`config.mk`:
```
export PLATFORM = sky130hd
export DESIGN_NAME = rs232_rx
export DESIGN_NICKNAME = d
export VERILOG_FILES = /design/src/rtl/rs232_pkg.sv /design/src/rtl/sync_2ff.sv /design/src/rtl/rs232_rx.sv
export SDC_FILE = /design/constraint.sdc
export NUM_CORES = 1
export LEC_CHECK = 0
export ABC_CLOCK_PERIOD_IN_PS = 2000
export BUFFER_PORTS_ARGS = -buffer_cell sky130_fd_sc_hd__buf_2
export CORE_MARGIN = 3
export CORE_UTILIZATION = 30
export CTS_CLUSTER_DIAMETER = 80
export DETAILED_ROUTE_END_ITERATION = 16
export SLEW_MARGIN = 25
export SYNTH_ARGS = -nofsm -noshare
export SYNTH_HDL_FRONTEND = slang
export SYNTH_SLANG_ARGS = --single-unit
```
`constraint.sdc`:
```
create_clock -name sys_clk -period 2 [get_ports sys_clk]
set_input_delay 0.4 -clock sys_clk [delete_from_list [all_inputs] [get_ports sys_clk]]
set_output_delay 0.4 -clock sys_clk [all_outputs]
set_load 0.005 [all_outputs]
```
`src/rtl/rs232_pkg.sv`:
```
// Shared UART definitions: default line settings, derived bit timing and FSM encoding.
package rs232_pkg;

  localparam int DEF_CLK_FREQ    = 50_000_000;
  localparam int DEF_BAUD        = 9600;
  localparam int DEF_BIT_CNT_MAX = DEF_CLK_FREQ / DEF_BAUD;
  localparam int DEF_HALF_CNT    = DEF_BIT_CNT_MAX / 2;

  localparam logic [1:0] ST_IDLE  = 2'd0;
  localparam logic [1:0] ST_START = 2'd1;
  localparam logic [1:0] ST_DATA  = 2'd2;
  localparam logic [1:0] ST_STOP  = 2'd3;

  // Baud counter width; it must hold BIT_CNT_MAX-1.
  function automatic int cnt_width(input int bit_cnt_max);
    return (bit_cnt_max > 2) ? $clog2(bit_cnt_max) : 1;
  endfunction

endpackage

```
`src/rtl/sync_2ff.sv`:
```
// Two-flop synchronizer for asynchronous inputs; reset value selectable per bit.
module sync_2ff #(
  parameter int               WIDTH   = 1,
  parameter logic [WIDTH-1:0] RST_VAL = '1
) (
  input  logic             clk,
  input  logic             rst,
  input  logic [WIDTH-1:0] d,
  output logic [WIDTH-1:0] q
);

  logic [WIDTH-1:0] ff_p0;
  logic [WIDTH-1:0] ff_p1;

  always_ff @(posedge clk or posedge rst) begin
    if (rst) begin
      ff_p0 <= RST_VAL;
      ff_p1 <= RST_VAL;
    end else begin
      ff_p0 <= d;
      ff_p1 <= ff_p0;
    end
  end

  assign q = ff_p1;

endmodule

```
`src/rtl/rs232_rx.sv`:
```
// 8N1 UART receiver: start-edge detect, mid-bit sampling, byte strobe or framing-error strobe.
module rs232_rx
  import rs232_pkg::*;
#(
  parameter int CLK_FREQ = DEF_CLK_FREQ,
  parameter int BAUD     = DEF_BAUD
) (
  input  logic       sys_clk,
  input  logic       sys_rst,
  input  logic       rx,
  output logic [7:0] data_out,
  output logic       data_flag,
  output logic       frame_err,
  output logic       rx_busy
);

  localparam int BIT_CNT_MAX = CLK_FREQ / BAUD;
  localparam int HALF_CNT    = BIT_CNT_MAX / 2;
  localparam int CNT_W       = cnt_width(BIT_CNT_MAX);

  localparam logic [CNT_W-1:0] BIT_LAST  = CNT_W'(BIT_CNT_MAX - 1);
  localparam logic [CNT_W-1:0] HALF_LAST = CNT_W'(HALF_CNT - 1);

  logic [0:0]       rx_sync;
  logic             rx_p1;
  logic             rx_p2;
  logic             fall;
  logic [1:0]       state;
  logic [CNT_W-1:0] cnt;
  logic [2:0]       bit_idx;
  logic [7:0]       shift;

  // Stages p0/p1: metastability filter
  sync_2ff #(
    .WIDTH  (1),
    .RST_VAL(1'b1)
  ) u_sync (
    .clk(sys_clk),
    .rst(sys_rst),
    .d  (rx),
    .q  (rx_sync)
  );

  assign rx_p1 = rx_sync[0];

  // Stage p2: previous synchronized value for edge detection
  always_ff @(posedge sys_clk or posedge sys_rst) begin
    if (sys_rst) rx_p2 <= 1'b1;
    else         rx_p2 <= rx_p1;
  end

  assign fall    = rx_p2 & ~rx_p1;
  assign rx_busy = (state != ST_IDLE);

  always_ff @(posedge sys_clk or posedge sys_rst) begin
    if (sys_rst) begin
      state     <= ST_IDLE;
      cnt       <= '0;
      bit_idx   <= '0;
      shift     <= '0;
      data_out  <= '0;
      data_flag <= 1'b0;
      frame_err <= 1'b0;
    end else begin
      data_flag <= 1'b0;
      frame_err <= 1'b0;
      case (state)
        ST_IDLE: begin
          cnt <= '0;
          if (fall) state <= ST_START;
        end
        ST_START: begin
          if (cnt == HALF_LAST) begin
            cnt     <= '0;
            bit_idx <= '0;
            // A start bit that is already high again at its midpoint was a glitch.
            state   <= rx_p1 ? ST_IDLE : ST_DATA;
          end else begin
            cnt <= cnt + 1'b1;
          end
        end
        ST_DATA: begin
          if (cnt == BIT_LAST) begin
            cnt     <= '0;
            shift   <= {rx_p1, shift[7:1]};
            bit_idx <= bit_idx + 1'b1;
            if (bit_idx == 3'd7) state <= ST_STOP;
          end else begin
            cnt <= cnt + 1'b1;
          end
        end
        default: begin
          if (cnt == BIT_LAST) begin
            cnt <= '0;
            // Leave at mid-stop so a start bit right at the stop-bit end is caught.
            state <= ST_IDLE;
            if (rx_p1) begin
              data_out  <= shift;
              data_flag <= 1'b1;
            end else begin
              frame_err <= 1'b1;
            end
          end else begin
            cnt <= cnt + 1'b1;
          end
        end
      endcase
    end
  end

endmodule

```
### Word level (Yosys, flattened, before mapping)

Index checks and enable logic that the tools add are counted.

| storage, ports and cells | value |
|---|---|
| output and inout bits | 11 |
| bits in registers | 39 |
| input bits | 3 |
| logic and storage cells | 52 |

| operators by class | value |
|---|---|
| add/subtract/negate cells | 2 |
| reductions and logical operators | 9 |
| equality and inequality tests | 9 |
| muxes and demuxes | 19 |
| bitwise logic cells | 3 |

Operators with widths:

| operator | count |
|---|---|
| 13-bit 2-to-1 mux | 2 |
| 13-bit case mux with 2 select lines | 1 |
| 13-bit by 1-bit adder with 13-bit output (second input constant) | 1 |
| 13-bit by 12-bit == test with 1-bit output (second input constant) | 1 |
| 13-bit == test (second input constant) | 1 |
| 2-bit 2-to-1 mux | 6 |
| 2-bit != test (second input constant) | 4 |
| 1-bit 2-to-1 mux | 6 |
| 3-bit 2-to-1 mux | 2 |
| 2-bit case mux with 3 select lines | 1 |
| 3-bit case mux with 2 select lines | 1 |
| 3-bit AND reduction | 2 |
| 5-bit AND reduction | 1 |
| 2-bit nonzero test | 2 |
| 3-bit by 1-bit adder with 3-bit output (second input constant) | 1 |
| 3-bit == test (second input constant) | 1 |
| 3-bit nonzero test | 1 |
| 3-bit OR reduction | 1 |
| 2-bit by 1-bit == test with 1-bit output (second input constant) | 1 |
| 2-bit == test (second input constant) | 1 |
| 2-bit logical NOT | 1 |
| 1-bit inverter | 2 |
| 2-bit AND reduction | 1 |
| 1-bit bitwise AND | 1 |

### Logic depth before layout (Yosys ltp)

Gate-level depths: netlist (run 1).

| depth | value |
|---|---|
| word-level depth | 4 |
| depth in mapped cells | 7 |

### By module

A second synthesis (run 1) with hierarchy kept.

| unflattened totals | value |
|---|---|
| cells, all modules | 147 |
| area, all modules | 1,794.2 um^2 |

Modules (own cells, without submodules):

| module | cells each | times used | area each (um^2) |
|---|---|---|---|
| rs232_rx | 144 | 1 | 1,737.9 |
| sync_2ff | 3 | 1 | 56.3 |

### Least setup slack after synthesis (run 1)

Ideal clock, no wire load.

| timing path | value |
|---|---|
| path kind | register to register |
| start | reg cnt[0] |
| end | reg data_out[0] |
| data required time | 1.875 ns |
| setup time | 0.125 ns |
| slack | 0.328 ns |
| data arrival time | 1.548 ns |
| path buffers | 0 |
| cell stages (with the launch flop) | 6 |
| cells stage by stage | dfrtp_1 > ha_1 > and4bb_2 > nand4_1 > nor2_4 > mux2_2 |

| between the ends | value |
|---|---|
| cells in the longest elaborated chain, start to end | 2 |

Ends and longest elaborated chain:

| item | RTL line | RTL |
|---|---|---|
| from (decl) | rs232_rx.sv:29 | `logic [CNT_W-1:0] cnt;` |
| from (signal assigned) | rs232_rx.sv:79 | `cnt <= cnt + 1'b1;` |
| from (signal assigned) | rs232_rx.sv:89 | `cnt <= cnt + 1'b1;` |
| from (signal assigned) | rs232_rx.sv:104 | `cnt <= cnt + 1'b1;` |
| 13-bit == test | rs232_rx.sv:93 | `if (cnt == BIT_LAST) begin` |
| 3-bit AND reduction (no line) | - |  |
| to (signal assigned) | rs232_rx.sv:98 | `data_out <= shift;` |
| to (decl) | rs232_rx.sv:11 | `output logic [7:0] data_out,` |

No other way between the ends.
A chain may end at the register's enable or synchronous reset.

### Final worst setup path (run 1)

| timing path | value |
|---|---|
| start | reg cnt[0] |
| end | reg data_out[6] |

Same word-level chain as after synthesis.

==> results of run 1 <==
[cells by family (layout without fill, tap and decap cells)]
group	after synthesis	in the layout	synth area share, %
AOI/OAI and AO/OA	10	10	5.17
adders and majority gates	3	3	2.10
DFF	39	39	54.7
muxes	18	18	11.2
buffers and inverters	12	28	4.05
and+or+nand+nor	53	53	17.4
xor gates and xnor gates	11	11	5.38
[stage by stage]
stage / util [%] / worst slack (ps) / std cells / total power, µW
6_report: 35.8 / 184 / 234 / 1740
5_1_grt: 35.8 / 16.7 / 234 / 1840
4_1_cts: 35.8 / 166 / 234 / 1760
3_5_place_dp: 33.8 / 170 / 226 / 1110
3_3_place_gp: 33.8 / 226 / 226 / 1110
2_1_floorplan: - / 328 / 146 / 1070
[final cells by class]
cell class / instances / area (µm²)
Multi-Input combinational cell: 95 / 738
Clock inverter: 3 / 43.8
Sequential cell: 39 / 980
Tap cell: 72 / 90.1
Fill cell: 551 / 3620
Timing Repair Buffer: 15 / 80.1
Clock buffer: 5 / 68.8
Inverter: 5 / 18.8
[power groups by stage]
stage	Combinational (µW)	Clock [µW]	Sequential, µW
after floorplan	175	0	899
after global placement	177	0	935
after detailed placement	175	0	939
after CTS	178	661	923
after global routing	206	700	936
final	173	641	922
[flip-flops by register name, summed over array words and instances (netlist names)]
| signal | count |
|---|---|
| u_sync.q | 1 |
| u_sync.ff_p0 | 1 |
| bit_idx | 3 |
| data_flag | 1 |
| rx_p2 | 1 |
| shift | 8 |
| data_out | 8 |
| cnt | 13 |
| frame_err | 1 |
| state | 2 |
[synthesized netlist by cell type, drive strengths merged (2+ instances only)]
library cell | instances | share of area, %
dfrtp | 36 | 50
nor2 | 18 | 4.3
mux2 | 16 | 10
xnor2 | 8 | 3.9
nand3 | 6 | 1.7
buf | 5 | 2.6
inv | 5 | 1.0
nand2 | 5 | 1.0
nand4 | 5 | 1.7
nor3 | 4 | 1.1
and4bb | 3 | 2.1
dfstp | 3 | 4.4
ha | 3 | 2.1
xor2 | 3 | 1.5
and3 | 2 | 0.98
and4 | 2 | 0.98
clkbuf | 2 | 0.42
mux2i | 2 | 1.1
nor2b | 2 | 0.70
nor3b | 2 | 0.84
o2bb2ai | 2 | 0.98
[critical path, stage by stage, from the launching register on]
cell,delay [ps]
dfrtp_1,390
ha_1,250
and4bb_2,280
nand4_1,150
nor2_4,280
mux2_2,370
[worst min path at each step]
| stage | from | to | slack [ps] |
|---|---|---|---|
| 6_report | sys_rst | data_flag | 210 |
| 5_1_grt | rx | u_sync.ff_p0 | 190 |
| 4_1_cts | rx | u_sync.ff_p0 | 200 |
| 3_5_place_dp | u_sync.ff_p0 | u_sync.q | 350 |
| 3_3_place_gp | u_sync.ff_p0 | u_sync.q | 350 |
| 2_1_floorplan | u_sync.ff_p0 | u_sync.q | 350 |
[routing by layer]
metal,track usage [%],up-vias,wire (µm)
li1,-,539,-
met4,4.01,0,44
met5,0,-,0
met3,2.78,5,125
met1,11.7,528,1400
met2,13.6,19,1350
[cells in the final DEF, fill, tap and decap left out, drive strengths merged, types with 3 or more instances in the layout]
master | netlist | layout
dfrtp | 36 | 36
nor2 | 18 | 18
mux2 | 16 | 16
buf | 5 | 15
xnor2 | 8 | 8
nand3 | 6 | 6
nand4 | 5 | 5
nand2 | 5 | 5
inv | 5 | 5
clkbuf | 2 | 5
nor3 | 4 | 4
xor2 | 3 | 3
ha | 3 | 3
dfstp | 3 | 3
and4bb | 3 | 3
==> results_dict.tcl, run 1 <==
set metrics [dict create \
    outcome "completed" \
    syn_inst 146 \
    initial_core_util_pct 31.7 \
    crit_path_start_kind "register" \
    critPathMaxFanout 8 \
    grt_usage_pct 8.96 \
    antenna_left 0 \
    synthToLayoutAreaGrowth_pct 12.8 \
    drt_pass1_iterations 4 \
    setup_tns_ps 0 \
    async_flop_share_pct 100 \
    ys_types 39 \
    worstSetupPathType "reg2reg" \
    r2r-start "cnt[0]" \
    cts_tree "yes" \
    drtIter0Drc 89 \
    cap_viol_max_count 0 \
    synthFlopType "dfrtp_1" \
    die_height_um 83.3 \
    drc 0 \
    port-buffer-count 13 \
    worst_setup_path_end_kind "register" \
    ys_warn_count 0 \
    synth_edf_count 0 \
    clkLatencyLatePin_ps 290 \
    p_sw_uw 445 \
    critical_path_arrival_ps 1990 \
    overflow 0 \
    switching_share_pct 25.6 \
    post_drt_wl_per_cell_um 12.5 \
    fin_crit_sh_pct 90.8 \
    diodes 0 \
    numCtsBuffers 5 \
    seq_area_frac_synth_pct 54.7 \
    clock-sinks 39 \
    ys_seq_elements 39 \
    dieArea_um2 6930 \
    min_path_type "in2async" \
    tightestPinTransition_ps 486 \
    grt_pass1_vias 1047 \
    dp.final_hpwl_um 1970 \
    r2r_end "data_out[6]" \
    place_area_um2 1910 \
    vias_per_cell 4.66 \
    clock_path_buffers 2 \
    clkTransAtPathRegs_ps 80 \
    hold_buffers 0 \
    ff2ff_setup_slack_ps 180 \
    critPathCapture "data_out[6]" \
    design.core.area_um2 5640 \
    fp-row-count 27 \
    rsz0062_at_grt "false" \
    slew_headroom_pct 67.6 \
    dr_total_vias 1091 \
    seqPwrFrac_pct 53.1 \
    leakage_uw 0.000951 \
    pwr-share-clk_pct 36.9 \
    p_comb_share_pct 10.0 \
    cts_max_level 2 \
    grt_pass1_wl_um 5050 \
    finalHoldViolations 0 \
    peakVddDrop_mv 0.356 \
    cts_root_buf "clkbuf_8" \
    grt_max_degree 40 \
    cellPowerDensity_nw_per_um2 860 \
    p_int_uw 1290 \
    drive_above_1_share_pct 30.9 \
    setup_viol 0 \
    period_minus_slack_ps 1820 \
    drv_slew 0 \
    ios 14 \
    r2r_cells 5 \
    wl_um 2920 \
    crit_required_ps 2180 \
    fin_area_um2 2020 \
    max_freq_ghz 0.551 \
    cts_resized 0 \
    antenna_found_initial 0 \
    nNetsFinal 167 \
    netlist_area_um2 1790 \
    synth_nets 152 \
    cts_setup_buffers 0 \
    whs_ps 205 \
    avgSynthCellArea_um2 12.3 \
    die_w_um 83.3 \
    place_congestion 0.764 \
    fin_skew_ps 7.08 \
    crit_path_start "cnt[0]" \
]
Power figures use the tool's default switching activity.
==> run 2: changes to the inputs <==
- ABC_CLOCK_PERIOD_IN_PS: 2000 -> 2300
- CORE_UTILIZATION: 30 -> 45
- clock period: 2 -> 2.3 ns (I/O delays scaled with it)
==> run 2 against run 1 <==
Compared with the run above:
- first-iteration DRC count shrank 28%
- via count grew 2.4%
- sequential share of layout area grew 1.1 points
- die area shrank 31%
- wire length is the same
- total power shrank 20%
- clock power shrank 32%
==> results_dict.tcl, run 2 (synthesis gave the netlist of run 1 again) <==
set metrics [dict create \
    outcome "completed" \
    max_freq_ghz 0.549 \
    drt_pass1_iterations 4 \
    top_usage_layer "met2" \
    p_sw_uw 375 \
    fill_cells 347 \
    drive_above_1_share_pct 30.2 \
    clkLatencyLatePin_ps 290 \
    critical_path_arrival_ps 2000 \
    clkTransAtPathRegs_ps 70 \
    port-buffer-count 13 \
    min_path_type "in2async" \
    rsz0062_at_grt "false" \
    setup_viol 0 \
    grt_max_degree 24 \
    multiInputGateArea_um2 738 \
    grt_usage_pct 14.0 \
    fp-row-count 22 \
    drv_slew 0 \
    seqPwrFrac_pct 57.9 \
    crit_required_ps 2470 \
    top_regs "cnt (13), data_out (8), shift (8)" \
    dp.final_hpwl_um 2150 \
    synthToLayoutAreaGrowth_pct 10.3 \
    grtUsageMet1_pct 17.7 \
    final_util_pct 52.7 \
    r2r_end "data_out[3]" \
    design.core.area_um2 3740 \
    ff2ff_setup_slack_ps 480 \
    clock_path_buffers 2 \
    cts_tree "yes" \
    diodes 0 \
    r2r-start "cnt[0]" \
    nNetsFinal 167 \
    p_comb_share_pct 10.9 \
    numCtsBuffers 5 \
    clock-sinks 39 \
    largest_reg_flops 13 \
    worstSetupPathType "reg2reg" \
    critPathMaxFanout 8 \
    post_drt_wl_per_cell_um 13.9 \
    crit_path_cell_trace "ha_1 -> and4bb_2 -> nand4_1 -> nor2_4 -> mux2_2" \
    dieArea_um2 4770 \
    overflow 0 \
    drtIter0Drc 64 \
    tightestPinTransition_ps 674 \
    period_minus_slack_ps 1820 \
    leakage_uw 0.000938 \
    initial_core_util_pct 47.8 \
    cts_root_buf "clkbuf_8" \
    grt_use_met3_pct 5.39 \
    grt_pass1_vias 1139 \
    top_register "cnt" \
    finalHoldViolations 0 \
    cellPowerDensity_nw_per_um2 704 \
    die_height_um 69.1 \
    wl_um 2920 \
    mostFrequentLayoutCells "dfrtp_1, mux2_2, nor2_1, buf_2, xnor2_1" \
    cts_setup_buffers 0 \
    cpPeakStageDelay_ps 390 \
    slew_headroom_pct 55.0 \
    whs_ps 268 \
    dr_total_vias 1117 \
    crit_path_start_kind "register" \
    grt_pass1_wl_um 5250 \
    seqCellArea_um2 980 \
    cts_resized 0 \
    p_int_uw 1010 \
    cts_max_level 2 \
    fin_skew_ps 5.83 \
    drc 0 \
    cp_slowest_cell "dfrtp_1" \
    peakVddDrop_mv 0.403 \
    die_w_um 69.1 \
    fin_crit_sh_pct 79.3 \
    hold_buffers 0 \
    pwr-share-clk_pct 31.3 \
    switching_share_pct 27.0 \
    ios 14 \
    antenna_found_initial 0 \
    place_congestion 0.764 \
    r2r_cells 5 \
    antenna_left 0 \
    setup_tns_ps 0 \
    use_met2_pct 20.9 \
    final_common_cell "dfrtp_1" \
    vias_per_cell 5.32 \
    cap_viol_max_count 0 \
    worst_setup_path_end_kind "register" \
]
==> run 2: cell types whose count changed in the layout (fill, tap and decap cells not counted) <==
cell	before	now
buf_12	0	1
buf_4	2	1
bufinv_16	1	0
clkbuf_1	0	1
clkinv_4	1	0
clkinvlp_4	0	1
==> run 2: worst max-delay path: cells and delay by family, from the launching register on <==
| kind | cells | cell delay, ps |
|---|---|---|
| fa+ha+maj | 1 | 250 |
| flops | 1 | 390 |
| mux | 1 | 370 |
| simple gates | 3 | 700 |
==> run 2: layer usage <==
| metal | wire length (µm) | part of all wire (%) | vias up |
|---|---|---|---|
| met5 | 0 | 0 | - |
| met4 | 66 | 2.3 | 0 |
| met3 | 132 | 4.5 | 6 |
| met2 | 1400 | 48 | 21 |
| met1 | 1320 | 45 | 551 |
| li1 | - | - | 539 |
==> run 2: how the worst max path moves through the flow <==
| stage | end | slack (ps) | depth (start not counted) | startpoint |
|---|---|---|---|---|
| final | data_out[3] | 480 | 5 | cnt[0] |
| after global placement | data_out[7] | 530 | 5 | cnt[0] |
| after CTS | data_out[3] | 430 | 5 | cnt[0] |
| after global routing | data_out[4] | 360 | 5 | cnt[0] |
| after detailed placement | data_out[3] | 460 | 5 | cnt[0] |
| after floorplan | data_out[0] | 630 | 5 | cnt[0] |
==> run 2: power by group through the flow <==
stage / combinational (µW) / sequential, µW / clock [µW]
6_report: 151 / 804 / 435
5_1_grt: 175 / 811 / 492
4_1_cts: 154 / 803 / 455
3_5_place_dp: 152 / 817 / 0
3_3_place_gp: 150 / 812 / 0
2_1_floorplan: 152 / 781 / 0
==> run 2: per-stage QoR <==
stage	total power (µW)	setup WS (ps)	instances	cell area (µm²)
CTS	1410	434	210	1970
global route	1480	356	210	1970
floorplan	933	628	146	1790
global placement	962	531	202	1890
finish	1390	477	210	1970
detailed placement	969	463	202	1890
==> run 2: area by class of cell <==
type	instances	area share [%]
timing repair buffer	15	4.69
inverter	5	0.951
tap	48	3.04
clock buffer	6	3.68
clock inverter	2	0.634
sequential	39	49.6
multi-input combinational	95	37.4
==> run 3: changes to the inputs <==
- ABC_CLOCK_PERIOD_IN_PS: 2300 -> 1760
- clock period: 2.3 -> 1.76 ns (I/O delays scaled with it)
==> run 3 against run 2 <==
Compared with the run above:
- critical path depth up 1
- worst hold slack got worse by 110 ps
- cell count rose by 5.7%
- maximum frequency up 8.0%
- wire length up 4.3%
- total power up 50%
- sequential power rose by 28%
- register-to-register slack got worse by 410 ps
- clock skew is 3.7 ps lower
- critical endpoint is now data_out[2]
- largest power group unchanged
==> results_dict.tcl, run 3 (synthesis gave the netlist of run 1 again) <==
set metrics [dict create \
    final_common_cell "dfrtp_1" \
    fp-row-count 22 \
    clock-sinks 39 \
    drive_above_1_share_pct 36.2 \
    synthToLayoutAreaGrowth_pct 18.8 \
    cts_tree "yes" \
    critPathMaxFanout 8 \
    cp_slowest_cell "dfrtp_1" \
    cpPeakStageDelay_ps 380 \
    crit_path_start "cnt[1]" \
    rsz0062_at_grt "true" \
    numCtsBuffers 5 \
    design.core.area_um2 3740 \
    mostFrequentLayoutCells "dfrtp_1, nor2_1, mux2_2, buf_2, buf_4" \
    top_register "cnt" \
    antenna_found_initial 0 \
    leakage_uw 0.00103 \
    crit_path_cell_trace "ha_2 -> and4bb_2 -> nand4_1 -> nor2_4 -> buf_12 -> mux2_2" \
    drc 0 \
    hold_buffers 0 \
    cellPowerDensity_nw_per_um2 978 \
    post_drt_wl_per_cell_um 13.7 \
    slew_headroom_pct 68.4 \
    die_height_um 69.1 \
    crit_buf_inv 1 \
    ios 14 \
    min_path_type "in2reg" \
    largest_reg_flops 13 \
    p_sw_uw 532 \
    layout.cells.non_filler 222 \
    initial_core_util_pct 47.8 \
    switching_share_pct 25.6 \
    crit_required_ps 1940 \
    tightestPinTransition_ps 475 \
    p_comb_share_pct 15.6 \
    max_freq_ghz 0.592 \
    crit_family "simple AND/OR/NAND/NOR gates" \
    grt_pass1_vias 1163 \
    whs_ps 157 \
    diodes 0 \
    p_total_uw 2080 \
    port-buffer-count 13 \
    clkTransAtPathRegs_ps 70 \
    fin_crit_sh_pct 96.0 \
    clkLatencyLatePin_ps 290 \
    period_minus_slack_ps 1690 \
    crit_path_start_kind "register" \
    final_util_pct 56.8 \
    finalHoldViolations 0 \
    place_congestion 0.804 \
    cap_viol_max_count 0 \
    dp.final_hpwl_um 2160 \
    setup_viol 0 \
    antenna_left 0 \
    dp_slack_ps -19.8 \
    drv_slew 0 \
    dieArea_um2 4770 \
    clock_path_buffers 2 \
    critical_path_arrival_ps 1870 \
    worstSetupPathType "reg2reg" \
    fin_skew_ps 2.12 \
    die_w_um 69.1 \
    drt_pass1_iterations 4 \
    drtIter0Drc 48 \
    overflow 0 \
    finalWorstSetupSlack_ps 71.2 \
    pwr-share-clk_pct 35.1 \
    seqPwrFrac_pct 49.3 \
    grt_pass1_wl_um 5350 \
    worst_setup_path_end_kind "register" \
    dp_cells 211 \
    r2r-start "cnt[1]" \
    dr_total_vias 1164 \
    wl_um 3040 \
    nNetsFinal 179 \
    outcome "completed" \
    top_regs "cnt (13), data_out (8), shift (8)" \
    cts_max_level 2 \
    grt_max_degree 40 \
    hp-start "rx" \
    grt_usage_pct 14.0 \
    p_int_uw 1550 \
    vias_per_cell 5.24 \
    peakVddDrop_mv 0.563 \
    cts_root_buf "clkbuf_8" \
]
[run 3: cell types whose count changed in the layout (fill, tap and decap cells not counted), sizes merged]
cell / previous run / this run
clkinvlp: 1 / 0
buf: 15 / 27
clkbuf: 6 / 5
clkinv: 1 / 2
bufinv: 0 / 1
[run 3: worst reg2reg max path, delay by kind of cell (launching register included)]
kind,cells,cell delay (ps)
adders and majority gates,1,200
buffers and inverters,1,130
DFF,1,380
muxes,1,330
and+or+nand+nor,3,540
[run 3: layer usage]
| metal | GRT usage (%) | vias to the layer above | part of all wire [%] |
|---|---|---|---|
| met2 | 22.7 | 21 | 48 |
| li1 | - | 566 | - |
| met3 | 4.81 | 5 | 4.5 |
| met1 | 17.1 | 572 | 46 |
| met5 | 0 | - | 0 |
| met4 | 5.21 | 0 | 1.8 |
[run 3: worst paths after layout]
kind                           endpoint  slack, ps  cells past startpoint
hold / removal             u_sync.ff_p0        160                      1
setup reg to reg            data_out[2]         70                      6
max in group asynchronous         rx_p2       1240                      3
hold reg to reg                u_sync.q        360                      0
min in group asynchronous      shift[6]        170                      3
setup / recovery            data_out[2]         70                      6
[run 3: final cells by class]
cell class	count	area [µm²]
Fill cell	326	1620
Sequential cell	39	980
Multi-Input combinational cell	95	748
Timing Repair Buffer	27	208
Clock buffer	5	68.8
Tap cell	48	60.1
Clock inverter	3	43.8
Inverter	5	18.8
[run 3: power groups by stage]
| stage | Sequential (µW) | Combinational [µW] | Clock (µW) |
|---|---|---|---|
| 5_1_grt | 1040 | 362 | 779 |
| 3_3_place_gp | 1040 | 281 | 0 |
| 2_1_floorplan | 1020 | 199 | 0 |
| 3_5_place_dp | 1050 | 288 | 0 |
| 6_report | 1030 | 324 | 730 |
| 4_1_cts | 1020 | 313 | 752 |
[run 3: metrics by stage]
step                instance area (µm²)  setup TNS, ps
finish                             2130              0
CTS                                2090              0
global route                       2130          -37.5
global placement                   1970              0
detailed placement                 1970          -58.3
floorplan                          1790              0
[run 3: repair_timing]
item                       4_1_cts  5_1_grt
pin swaps                        1        2
setup endpoints to repair        8        8
cloned                           0        0
resized for setup                0        3
setup buffers                    1        2
